===== src/rtl/rcv_pkg.sv =====
// Shared constants, FSM state type and CRC-8 step function for the receive
// frame controller.
package rcv_pkg;

  localparam logic [7:0] FTYPE_DATA     = 8'h30;
  localparam logic [7:0] FTYPE_DATA_ACK = 8'h32;
  localparam logic [7:0] FTYPE_ACK      = 8'h33;
  localparam logic [7:0] FCS_FIXED      = 8'h55;
  localparam logic [7:0] CRC8_POLY      = 8'h07;

  typedef enum logic [2:0] {
    IDLE,
    SRC,
    TYPE,
    BODY,
    DROP,
    COMMIT
  } rcv_state_t;

  // One byte of MSB-first CRC-8, no reflection, no final xor.
  function automatic logic [7:0] crc8_step(input logic [7:0] crc, input logic [7:0] data);
    logic [7:0] c;
    c = crc ^ data;
    for (int unsigned i = 0; i < 8; i++) begin
      c = c[7] ? ((c << 1) ^ CRC8_POLY) : (c << 1);
    end
    return c;
  endfunction

endpackage


===== src/rtl/rcv_crc8.sv =====
// Byte-serial CRC-8 accumulator. clr restarts the sum; clr together with enb
// starts a new sum with data as the first byte.
module rcv_crc8
  import rcv_pkg::*;
(
  input  logic       clk,
  input  logic       rst,
  input  logic       clr,
  input  logic       enb,
  input  logic [7:0] data,
  output logic [7:0] crc
);

  // Accumulate one byte per enable.
  always_ff @(posedge clk) begin
    if (rst) begin
      crc <= '0;
    end else if (enb) begin
      crc <= crc8_step(clr ? 8'h00 : crc, data);
    end else if (clr) begin
      crc <= '0;
    end
  end

endmodule


===== src/rtl/rcv_frame_ctl.sv =====
// Receive frame controller: parses dest/src/ftype/payload/FCS, filters on
// address, checks the FCS and commits good payloads into a read buffer.
// Build option: RCV_CRC_CHECK_EN selects a CRC-8 FCS instead of the fixed 8'h55.
module rcv_frame_ctl
  import rcv_pkg::*;
#(
  parameter int unsigned DEPTH      = 256,
  parameter logic [7:0]  BCAST_ADDR = 8'h2A
) (
  input  logic       clk,
  input  logic       rst,
  input  logic [7:0] mac,
  input  logic [7:0] rx_data,
  input  logic       rx_valid,
  input  logic       rx_eof,
  input  logic       rx_err,
  input  logic       rd_en,
  output logic [7:0] rd_data,
  output logic       rd_empty,
  output logic       ack_needed,
  output logic [7:0] ack_addr,
  input  logic       ack_done,
  output logic       ack_received,
  output logic [7:0] rerrcnt
);

  localparam int unsigned AW = $clog2(DEPTH);
  localparam int unsigned PW = AW + 1;

  logic [7:0]    mem [DEPTH];
  rcv_state_t    state, state_next;
  logic [7:0]    dest_q, src_q, ftype_q;
  logic          body_any;
  logic [PW-1:0] wr_ptr, cm_ptr, rd_ptr;

  logic full, for_me, dest_ok, ftype_known, fcs_good;
  logic lat_dest, lat_src, lat_ftype, wr_en;
  logic err_inc, rollback, do_commit, set_ack, pulse_ackrx;

  // One slot stays free so a full buffer never aliases an empty one.
  assign full        = (wr_ptr[AW-1:0] + AW'(1)) == rd_ptr[AW-1:0];
  assign for_me      = (dest_q == mac);
  assign dest_ok     = for_me || (dest_q == BCAST_ADDR);
  assign ftype_known = (rx_data == FTYPE_DATA) || (rx_data == FTYPE_DATA_ACK) ||
                       (rx_data == FTYPE_ACK);
  assign rd_empty    = (rd_ptr == cm_ptr);

`ifdef RCV_CRC_CHECK_EN
  logic [7:0] crc_q;
  logic       crc_clr, crc_enb;

  assign crc_clr = lat_dest;
  assign crc_enb = lat_dest | lat_src | lat_ftype | wr_en;

  rcv_crc8 u_crc (
    .clk  (clk),
    .rst  (rst),
    .clr  (crc_clr),
    .enb  (crc_enb),
    .data (rx_data),
    .crc  (crc_q)
  );

  // The FCS byte is folded into the sum too; a matching FCS leaves a zero remainder.
  assign fcs_good = (crc_q == 8'h00);
`else
  logic [7:0] last_byte;

  // Remember the most recent body byte; at COMMIT it is the FCS.
  always_ff @(posedge clk) begin
    if (rst) begin
      last_byte <= '0;
    end else if (wr_en) begin
      last_byte <= rx_data;
    end
  end

  assign fcs_good = (last_byte == FCS_FIXED);
`endif

  // State register.
  always_ff @(posedge clk) begin
    if (rst) begin
      state <= IDLE;
    end else begin
      state <= state_next;
    end
  end

  // Next-state logic; a byte in the same cycle as eof is consumed first.
  always_comb begin
    state_next = state;
    if (state != IDLE && rx_err) begin
      state_next = rx_eof ? IDLE : DROP;
    end else begin
      case (state)
        IDLE:   if (rx_valid && !rx_eof) state_next = SRC;
        SRC:    if (rx_eof) state_next = IDLE;
                else if (rx_valid) state_next = TYPE;
        TYPE:   if (rx_valid) begin
                  if (!dest_ok || !ftype_known) state_next = rx_eof ? IDLE : DROP;
                  else                          state_next = rx_eof ? COMMIT : BODY;
                end else if (rx_eof) begin
                  state_next = IDLE;
                end
        BODY:   if (rx_valid && full) state_next = rx_eof ? IDLE : DROP;
                else if (rx_eof)      state_next = COMMIT;
        DROP:   if (rx_eof) state_next = IDLE;
        COMMIT: state_next = IDLE;
        default: state_next = IDLE;
      endcase
    end
  end

  // Per-state datapath controls.
  always_comb begin
    lat_dest    = 1'b0;
    lat_src     = 1'b0;
    lat_ftype   = 1'b0;
    wr_en       = 1'b0;
    err_inc     = 1'b0;
    rollback    = 1'b0;
    do_commit   = 1'b0;
    set_ack     = 1'b0;
    pulse_ackrx = 1'b0;
    if (state != IDLE && rx_err) begin
      err_inc  = 1'b1;
      rollback = 1'b1;
    end else begin
      case (state)
        IDLE: begin
          lat_dest = rx_valid;
          err_inc  = rx_valid && rx_eof;
        end
        SRC: begin
          lat_src = rx_valid;
          err_inc = rx_eof;
        end
        TYPE: begin
          lat_ftype = rx_valid;
          if (rx_valid) err_inc = dest_ok && !ftype_known;
          else          err_inc = rx_eof;
        end
        BODY: begin
          if (rx_valid && full) begin
            err_inc  = 1'b1;
            rollback = 1'b1;
          end else begin
            wr_en = rx_valid;
          end
        end
        COMMIT: begin
          if (!body_any || !fcs_good) begin
            err_inc  = 1'b1;
            rollback = 1'b1;
          end else begin
            case (ftype_q)
              FTYPE_DATA:     do_commit = 1'b1;
              FTYPE_DATA_ACK: begin
                do_commit = 1'b1;
                set_ack   = for_me;
              end
              FTYPE_ACK: begin
                rollback    = 1'b1;
                pulse_ackrx = for_me;
              end
              default: rollback = 1'b1;
            endcase
          end
        end
        default: ;
      endcase
    end
  end

  // Header field capture and body-byte presence flag.
  always_ff @(posedge clk) begin
    if (rst) begin
      dest_q   <= '0;
      src_q    <= '0;
      ftype_q  <= '0;
      body_any <= 1'b0;
    end else begin
      if (lat_dest)  dest_q <= rx_data;
      if (lat_src)   src_q  <= rx_data;
      if (lat_ftype) begin
        ftype_q  <= rx_data;
        body_any <= 1'b0;
      end
      if (wr_en) body_any <= 1'b1;
    end
  end

  // Buffer pointers; commit drops the trailing FCS byte from both pointers.
  always_ff @(posedge clk) begin
    if (rst) begin
      wr_ptr <= '0;
      cm_ptr <= '0;
      rd_ptr <= '0;
    end else begin
      if (rollback) begin
        wr_ptr <= cm_ptr;
      end else if (do_commit) begin
        wr_ptr <= wr_ptr - PW'(1);
        cm_ptr <= wr_ptr - PW'(1);
      end else if (wr_en) begin
        wr_ptr <= wr_ptr + PW'(1);
      end
      if (rd_en && !rd_empty) rd_ptr <= rd_ptr + PW'(1);
    end
  end

  // Payload RAM write port.
  always_ff @(posedge clk) begin
    if (wr_en) mem[wr_ptr[AW-1:0]] <= rx_data;
  end

  // Registered read port.
  always_ff @(posedge clk) begin
    if (rst) begin
      rd_data <= '0;
    end else if (rd_en && !rd_empty) begin
      rd_data <= mem[rd_ptr[AW-1:0]];
    end
  end

  // ACK request/received handshakes; a new request beats a same-cycle ack_done.
  always_ff @(posedge clk) begin
    if (rst) begin
      ack_needed   <= 1'b0;
      ack_addr     <= '0;
      ack_received <= 1'b0;
    end else begin
      ack_received <= pulse_ackrx;
      if (set_ack) begin
        ack_needed <= 1'b1;
        ack_addr   <= src_q;
      end else if (ack_done) begin
        ack_needed <= 1'b0;
      end
    end
  end

  // Saturating receive error counter.
  always_ff @(posedge clk) begin
    if (rst) begin
      rerrcnt <= '0;
    end else if (err_inc && rerrcnt != 8'hFF) begin
      rerrcnt <= rerrcnt + 8'd1;
    end
  end

endmodule


===== config.mk =====
export PLATFORM = sky130hd
export DESIGN_NAME = rcv_frame_ctl
export DESIGN_NICKNAME = d
export VERILOG_FILES = /design/src/rtl/rcv_pkg.sv /design/src/rtl/rcv_crc8.sv /design/src/rtl/rcv_frame_ctl.sv
export SDC_FILE = /design/constraint.sdc
export NUM_CORES = 2
export LEC_CHECK = 0
export BUFFER_PORTS_ARGS = -buffer_cell sky130_fd_sc_hd__buf_4
export CORE_ASPECT_RATIO = 1.25
export CORE_UTILIZATION = 55
export DETAILED_ROUTE_END_ITERATION = 10
export GPL_ROUTABILITY_DRIVEN = 0
export PLACE_DENSITY = 0.74
export SLEW_MARGIN = 10
export SYNTH_ARGS = -nofsm -noshare
export SYNTH_HDL_FRONTEND = slang
export SYNTH_HIERARCHICAL = 1
export SYNTH_SLANG_ARGS = --single-unit

===== constraint.sdc =====
create_clock -name clk -period 3.25 [get_ports clk]
set_input_delay 0.65 -clock clk [delete_from_list [all_inputs] [get_ports clk]]
set_output_delay 0.65 -clock clk [all_outputs]
set_load 0.03 [all_outputs]

==> metrics.txt <==
status=complete, but fails checks; failing checks=setup timing; Die ar.=approximately 160000 µm²; worst skew pair latency=~0.84 ns; drt wl/cell=33.3 µm; initial antenna violation count=4; power per cell area=549 nW/µm²; RSZ-0062 raised after global routing=yes; final period utilization=103%; first-pass GRT wire length=about 330 mm; max_slew headroom=around 5.2%; final setup margin=-0.0848 ns; Setup crit end kind=flip-flop; Placed Cells=6593; clk slew on worst S/H paths=0.06 ns; Worst Path Buf+Inv=4; Rows=160; Root Buffer=clkbuf_16; worst-margin pin slew=1.42 ns; Area after DPL=90600 µm²; Setup crit end=rd_data[0]$_SDFFE_PP0P_; die height=around 440 µm; WP data required=just under 4 ns; final slew viol count=0; largest net degree at the start of global routing=between 150 and 200; DRC Markers=0; CTS tree=yes; drt pass-1 iters=8; worst setup path class=flip-flop to flip-flop; Netlist cell types=~90; Clock Sinks=2137; GRT Overall Usage=between 20% and 30%; DR iter-0 viols=6647; Synth top area share=72.5%; Routed Antenna Nets=0; Via density=about 6.6; synthesized area per cell=19.9 µm²; Max IR drop VDD=0.624 mV; worst reg2reg path startpoint=rd_ptr[0]$_SDFFE_PP0P_; Crit-path slowest cell=mux4_2; FF-to-FF path depth=10; Final #Nets=4794; commonest cells after routing, fill and taps aside=edfxtp_1, buf_4, mux4_2, nor2_1, mux2i_1; Max Clock Freq=0.300 GHz; Yosys reg bits=~2100; vias in the first global route=45800; main flop type after synthesis=edfxtp_1; cell mode on critical path=buf_12; Synth area leader=edfxtp_1; final instance area=97200 µm²; area delta synth->final=14.7%; WHS Path Cells=3; # IOs=50; Hold Vio Cnt, Final=0; CTS max path bufs=3; I/O Buffers=49; Synth area leaders=edfxtp_1, mux4_2, mux2i_1; commonest non-fill, non-tap cell in the layout=edfxtp_1; Post-synth EDFFs=2048; CP max FO=17; non-filler instance count after layout=6948; share of cells above drive strength 1=29.2%; Startpoint Class=flip-flop; CTS Hold Buffers Added=0; register area share after synthesis=about three quarters; WL final=231 mm; htree depth=4; Net Count, Synth=4301; Max Clock Skew=roughly 0.034 ns; worst hold path class=input pin to flip-flop; number of CTS-inserted buffers=around 190; max cap viols=0; Crit. path cell count=10; detailed-route via count=between 40000 and 50000; Setup TNS Final=-0.205 ns; total core area=153000 µm²; Yosys warning count=6; Post-Synthesis Cells=about 4300; r2r setup slk=-0.08 ns; die width=353 µm; initial core utilization=a little under three fifths; Layout fillers=9883; grt total ovfl=0; CP Cell Sequence=buf_12, buf_12, buf_12, mux4_2, mux2i_1, o221ai_1, o31ai_1, buf_4, a31o_2, a211oi_1; Leak=30.5 nW; crit path from=rd_ptr[0]$_SDFFE_PP0P_; fraction of registers with async set/reset=0%; final setup fails=9; RR Endpoint=rd_data[0]$_SDFFE_PP0P_; Mapped Area=84800 µm²; Final Critical Period=3.33 ns; DP HPWL=148 mm; crit-path leading delay family=compound AO/OA/AOI/OAI gates; worst path arrival time=4.04 ns; Max stage delay on crit path=0.53 ns
per-stage QoR:
step,hold slack (ns),setup WS [ns],utilization (%),power [mW]
after floorplan,0.446,0.203,-,30.9
after global placement,0.460,-0.139,59.4,31.6
after detailed placement,0.466,-0.356,59.4,31.6
after CTS,0.0301,0.00510,63.5,53.5
after global routing,0.0670,-0.119,63.7,54.5
final,0.0741,-0.0848,63.7,53.3
cells in the mapped netlist (7+ instances only):
cell type and n:
a211oi_1 34, buf_8 12, nor2_1 375, a22oi_1 52
mux4_1 69, mux2_2 18, clkbuf_1 68, o221ai_1 24
xor2_1 20, a221oi_1 22, ha_1 8, buf_1 9
nor4_1 7, mux2i_1 209, o211ai_1 9, a31oi_1 20
a21oi_1 82, edfxtp_1 2048, nand3_1 55, nand2b_1 13
buf_12 12, nor3_1 28, dfxtp_1 89, o21ai_0 42
buf_2 54, and3_1 10, inv_1 15, buf_6 33
a311oi_1 13, nand4_1 18, nand2_1 132, nor2b_1 19
o22ai_1 43, buf_4 62, and2_1 10, xnor2_1 24
mux4_2 400
worst min-delay path, stage by stage:
cell	delay, ns
buf_4	0.07
nand2b_1	0.08
a21oi_1	0.06
logic make-up (layout without fill, tap and decap cells):
family                     after synthesis  count (layout)  synth area share, %
and+or+nand+nor                        705             705                 3.67
muxes                                  696             696                 15.5
other                                    0               1                    0
buffers and inverters                  282             934                 2.38
DFF                                   2137            2137                 74.6
AOI/OAI and AO/OA                      397             397                 3.25
xor gates and xnor gates                45              45                0.481
adders and majority gates                8               8                0.118
worst min-delay path by stage:
stage / startpoint / end
2_1_floorplan: ftype_q[1]$_SDFFE_PP0P_ / ack_received$_SDFF_PP0_
3_3_place_gp: ack_needed$_SDFFE_PP0P_ / ack_needed$_SDFFE_PP0P_
3_5_place_dp: ftype_q[1]$_SDFFE_PP0P_ / ack_received$_SDFF_PP0_
4_1_cts: ack_done / ack_needed$_SDFFE_PP0P_
5_1_grt: ack_done / ack_needed$_SDFFE_PP0P_
6_report: ack_done / ack_needed$_SDFFE_PP0P_
flip-flops by register name, summed over array words and instances, names as in the netlist:
| name | count |
|---|---|
| rerrcnt | 8 |
| mem | 2048 |
| ack_addr | 8 |
| ack_received | 1 |
| ack_needed | 1 |
| body_any | 1 |
| dest_q | 8 |
| wr_ptr | 9 |
| src_q | 8 |
| rd_data | 8 |
| last_byte | 8 |
| rd_ptr | 9 |
| cm_ptr | 9 |
| state | 3 |
| ftype_q | 8 |
what timing repair did:
item / in CTS / in global routing
gates cloned: 0 / 1
pin swaps: 0 / 1
endpoints found under the setup margin: 138 / 1109
gates resized for setup: 25 / 114
setup buffers: 5 / 0
metal layers:
metal  up-vias  wire length, µm  GRT usage, %
li1      18500                -             -
met1     23600            78300          38.2
met2      3251           111000          48.1
met3       678            27200          6.62
met4         4            14300          15.6
met5         -               27             0
layout make-up:
cell class / count / area [µm²] / share of cell area (%)
Sequential cell: 2137 / 63300 / 65.1
Multi-Input combinational cell: 1851 / 19900 / 20.5
Timing Repair Buffer: 567 / 5250 / 5.40
Clock buffer: 227 / 5000 / 5.14
Tap cell: 2025 / 2530 / 2.61
Clock inverter: 122 / 1140 / 1.17
Inverter: 18 / 75.1 / 0.0772
Antenna cell: 1 / 2.50 / 0.00257
power by group:
group	switching (mW)	internal, mW	total, mW
sequential	0.0173	30.1	30.2
combinational	0.688	0.155	0.842
clock	9.84	12.5	22.3
Power figures use the tool's default switching activity.
